--- src/rtl/grf_scoreboard.sv ---
// General register file with bypassed combinational reads, hardwired zero register
// and a per-register saturating pending-write scoreboard for hazard detection.
module grf_scoreboard #(
    parameter int DATA_W = 32,
    parameter int ADDR_W = 5,
    parameter int NUM_RD = 2,
    parameter int CNT_W  = 2
) (
    input  logic                     clk,
    input  logic                     reset,
    input  logic                     pause,
    input  logic                     reg_we,
    input  logic [ADDR_W-1:0]        reg_wa,
    input  logic [DATA_W-1:0]        reg_wd,
    input  logic                     iss_valid,
    input  logic [ADDR_W-1:0]        iss_adr,
    input  logic [NUM_RD*ADDR_W-1:0] reg_ra,
    output logic [NUM_RD*DATA_W-1:0] reg_rd,
    output logic [NUM_RD-1:0]        reg_busy,
    output logic                     sb_err
);

    localparam int               DEPTH   = 2 ** ADDR_W;
    localparam logic [CNT_W-1:0] CNT_MAX = '1;

    logic [DATA_W-1:0] mem [DEPTH];
    logic [CNT_W-1:0]  cnt [DEPTH];

    logic             commit;
    logic             issue;
    logic [DEPTH-1:0] inc_hit;
    logic [DEPTH-1:0] dec_hit;

    assign commit = reg_we & ~pause & (reg_wa != '0);
    assign issue  = iss_valid & ~pause & (iss_adr != '0);

    // NOTE: every always_comb output gets a default first so no path leaves it unassigned (no latch).
    always_comb begin
        inc_hit = '0;
        dec_hit = '0;
        if (issue)
            inc_hit[iss_adr] = 1'b1;
        if (commit)
            dec_hit[reg_wa] = 1'b1;
    end

    // NOTE: the register array is cleared by reset because software relies on a zeroed file;
    // sequential state is only ever updated with non-blocking assignments.
    always_ff @(posedge clk) begin
        if (reset) begin
            for (int i = 0; i < DEPTH; i++) begin
                mem[i] <= '0;
                cnt[i] <= '0;
            end
            sb_err <= 1'b0;
        end else begin
            if (commit)
                mem[reg_wa] <= reg_wd;
            // Issue and retire to the same register cancel; errors leave the count untouched.
            for (int r = 1; r < DEPTH; r++) begin
                unique case ({inc_hit[r], dec_hit[r]})
                    2'b10: begin
                        if (cnt[r] == CNT_MAX)
                            sb_err <= 1'b1;
                        else
                            cnt[r] <= cnt[r] + 1'b1;
                    end
                    2'b01: begin
                        if (cnt[r] == '0)
                            sb_err <= 1'b1;
                        else
                            cnt[r] <= cnt[r] - 1'b1;
                    end
                    default: ;
                endcase
            end
        end
    end

    for (genvar k = 0; k < NUM_RD; k++) begin : g_rd
        logic [ADDR_W-1:0] ra;
        logic              byp;

        assign ra  = reg_ra[k*ADDR_W +: ADDR_W];
        assign byp = commit & (ra == reg_wa);

        assign reg_rd[k*DATA_W +: DATA_W] = (ra == '0) ? '0 :
                                            byp        ? reg_wd : mem[ra];

        // A retiring write satisfies one outstanding count; an empty count is never busy.
        assign reg_busy[k] = (ra != '0) &&
                             ((cnt[ra] > CNT_W'(1)) || ((cnt[ra] == CNT_W'(1)) && !byp));
    end

endmodule

--- config.mk ---
export PLATFORM = sky130hd
export DESIGN_NAME = grf_scoreboard
export DESIGN_NICKNAME = d
export VERILOG_FILES = /design/src/rtl/grf_scoreboard.sv
export SDC_FILE = /design/constraint.sdc
export NUM_CORES = 2
export LEC_CHECK = 0
export CAP_MARGIN = 15
export CORE_ASPECT_RATIO = 1.4
export CORE_MARGIN = 5
export CORE_UTILIZATION = 60
export DETAILED_ROUTE_END_ITERATION = 8
export PLACE_DENSITY = 0.77
export SLEW_MARGIN = 20
export SYNTH_ARGS = -nofsm -noshare
export SYNTH_HDL_FRONTEND = slang
export SYNTH_SLANG_ARGS = --single-unit
--- constraint.sdc ---
create_clock -name clk -period 3.75 [get_ports clk]
set_input_delay 0.75 -clock clk [delete_from_list [all_inputs] [get_ports clk]]
set_output_delay 0.75 -clock clk [all_outputs]
set_load 0.05 [all_outputs]
==> flow_summary.toml <==
[critical_path]
r2r_slack_ns = 1.79
path_class = "in2out"
startpoint_type = "primary input"
path_max_fanout = 12
crit_arrival_ns = 3.08
end_kind = "output pin"
required_ns = 3.00

[global_route]
grt_antenna_before_repair = 11
grt_pass1_vias = 48246
grt_usage_pct = 41.9
met3_usage_pct = 15.1
grt_pass1_wl_um = 334000
grt_max_degree = 91
grt.met2_usage_pct = 63.3
grt-busiest-layer = "met2"
grt_use_met1_pct = 49.2
grt_overflow = 0

[final_layout]
final-instance-count-excl-fill = 6633
area_delta_synth_final_pct = 18.9
finish.utilization_pct = 71.8
final_nets = 5316
drive_above_1_share_pct = 27.6

[power]
power.leakage_nw = 27.6
p_sw_share_pct = 27.3
comb_power_share_pct = 17.9
power_mw = 30.6
clock_power_share_pct = 34.9
powerDensity_nw_per_um2 = 410
switching_power_mw = 8.35
cellInternalPower_mw = 22.2
seq_power_share_pct = 47.2
ir_worst_vdd_mv = 0.375

[routing]
initialDrtViolationCount = 8711
drcViolationCount = 0
routed_wl_um = 238000
vias = 48609
vias_per_cell = 7.33
routedWlPerCell_um = 35.8
detail_route.first_pass.iterations = 9
ant_nets = 0

[timing]
worst_slack_ns = -0.0787
finalCriticalPeriod_ns = 3.83
finalSetupViolCount = 11
relSlewSlack_pct = 20.8
timing.final.hold_violations = 0
period_share_pct = 102
rsz0062_at_grt = "yes"
slew_viol_final = 0
fin_skew_ns = 0.0164
tns_ns = -0.315
worst_pin_slew_ns = 1.19
fmax_mhz = 261

[synthesis]
seq_area_frac_synth_pct = 52.1
synthCells = 4805
synth-edff-count = 1086
yosysUniqueCellTypes = 82
ys_warn_count = 0
syn-cell-area_sq_um = 62700
synthFlopType = "edfxtp_1"
synth.ff_latch_count = 1087
syn_area_per_cell_sq_um = 13.0
async_reset_ff_share_pct = 0

[clock_network]
ctsHtreeMaxLevel = 3
insertion_delay_ns = 0.73
numCtsBuffers = 103
cts.sinks = 1087
clockBufferDepth = 3
clk_pin_slew_ns = 0.07
cts_root_buffer = "clkbuf_16"
cts_hold_buf = 0
cts_tree = "built"

[die]
die_area_sq_um = 111000
dieHeight_um = 392
num_rows = 140
fp.coreArea_sq_um = 104000
die_w_um = 283
initial_core_util_pct = 60.4
io_pins = 124

[place]
io_buffer_count = 123
gp_congestion = 0.981
dp_hpwl_um = 153000
dp_cells = 6400

[outcome]
status = "finished, violations left"
violations = "setup timing"

[min_path]
hold_class = "in2reg"

[run]
drv_cap = 0
flip-flops by register name (all words and copies together), names as in the netlist:
name / cells
mem: 1024
sb_err: 1
cnt: 62
final timing paths:
path	startpoint	to	cells after the start
worst min-delay path	reset	mem[0][17]	1
worst max register to register	cnt[14][0]	sb_err	7
worst min register to register	cnt[25][0]	cnt[25][0]	1
worst max-delay path	reg_wa[3]	reg_rd[31]	10
synthesized netlist by cell type, types with 40 or more instances:
cell / n / share of area (%)
a221oi_1: 51 / 0.71
a22oi_1: 82 / 0.98
edfxtp_1: 1086 / 52
o22ai_1: 100 / 1.0
ha_1: 64 / 1.3
mux2i_1: 308 / 4.9
inv_1: 68 / 0.41
buf_2: 74 / 0.59
nand3_1: 40 / 0.32
and2_1: 1002 / 10
nand2_1: 162 / 0.97
a21oi_1: 123 / 0.98
nor2b_1: 44 / 0.44
mux4_2: 366 / 13
clkbuf_1: 276 / 1.7
nor3_1: 67 / 0.53
nand2b_1: 44 / 0.44
mux2_2: 66 / 1.2
nor2_1: 235 / 1.4
o21ai_0: 66 / 0.53
routing by layer:
layer | wire length, um | part of all wire (%)
met1 | 70700 | 30
met3 | 39500 | 17
met5 | 105 | 0.044
met2 | 103000 | 43
met4 | 24100 | 10
worst max-delay path: stages:
cell	delay, ns
clkdlybuf4s15_1	0.23
buf_4	0.21
xor2_1	0.19
nor3_2	0.23
and4_4	0.43
buf_4	0.17
buf_4	0.16
nor2_1	0.08
nor3_2	0.42
buf_12	0.20
power groups by stage:
stage | clock (mW) | sequential, mW | combinational, mW
after detailed placement | 0 | 14.7 | 5.04
after floorplan | 0 | 14.5 | 2.80
final | 10.7 | 14.4 | 5.47
after global placement | 0 | 14.6 | 5.00
after CTS | 10.6 | 14.4 | 5.16
after global routing | 11.1 | 14.5 | 5.54
cell usage in the layout (no fill, tap or decap), types with 64 or more instances in the layout:
cell type,count
inv_1,67
buf_4,450
and2_1,1001
edfxtp_1,1086
nand2_1,160
ha_1,64
nor2_1,204
a21oi_1,112
mux4_2,366
a22oi_1,78
clkbuf_16,108
buf_12,177
o22ai_1,94
mux2_2,66
mux2i_1,303
cell type report:
class                   instances  area [sq um]
repair buffers                720          8100
diodes                         10          25.0
flip-flops and latches       1087         32600
multi-input cells            3214         28500
clock buffers                 121          2690
inverters                      69           259
well taps                    1349          1690
clock inverters                63           628
fillers                      6617         29300
logic make-up after synthesis:
family / count (synthesis) / synth area share, %
compound gates: 643 / 7.16
simple gates: 1692 / 15.2
other cells: 1 / 0.00598
mux: 744 / 19.4
xor+xnor: 39 / 0.545
fa+ha+maj: 64 / 1.28
buf+inv: 535 / 4.30
flops: 1087 / 52.1
through the flow:
stage / hold WS (ns) / instance area [sq um] / setup WS (ns)
after floorplan: 0.606 / 62900 / -0.0354
after global routing: 0.447 / 74500 / -0.0668
after CTS: 0.439 / 73800 / 0.000805
after detailed placement: 0.665 / 70000 / -0.765
after global placement: 0.636 / 69900 / -0.770
final: 0.467 / 74600 / -0.0787
repair_timing:
item                       in CTS  in global routing
gates resized for setup        95                 89
setup endpoints to repair      64                 55
pin swaps                      10                 22
hold endpoints to repair        0                  0
setup buffers                  10                 28
gates cloned                    1                  3
No activity file was read; power rests on OpenSTA's default activity.
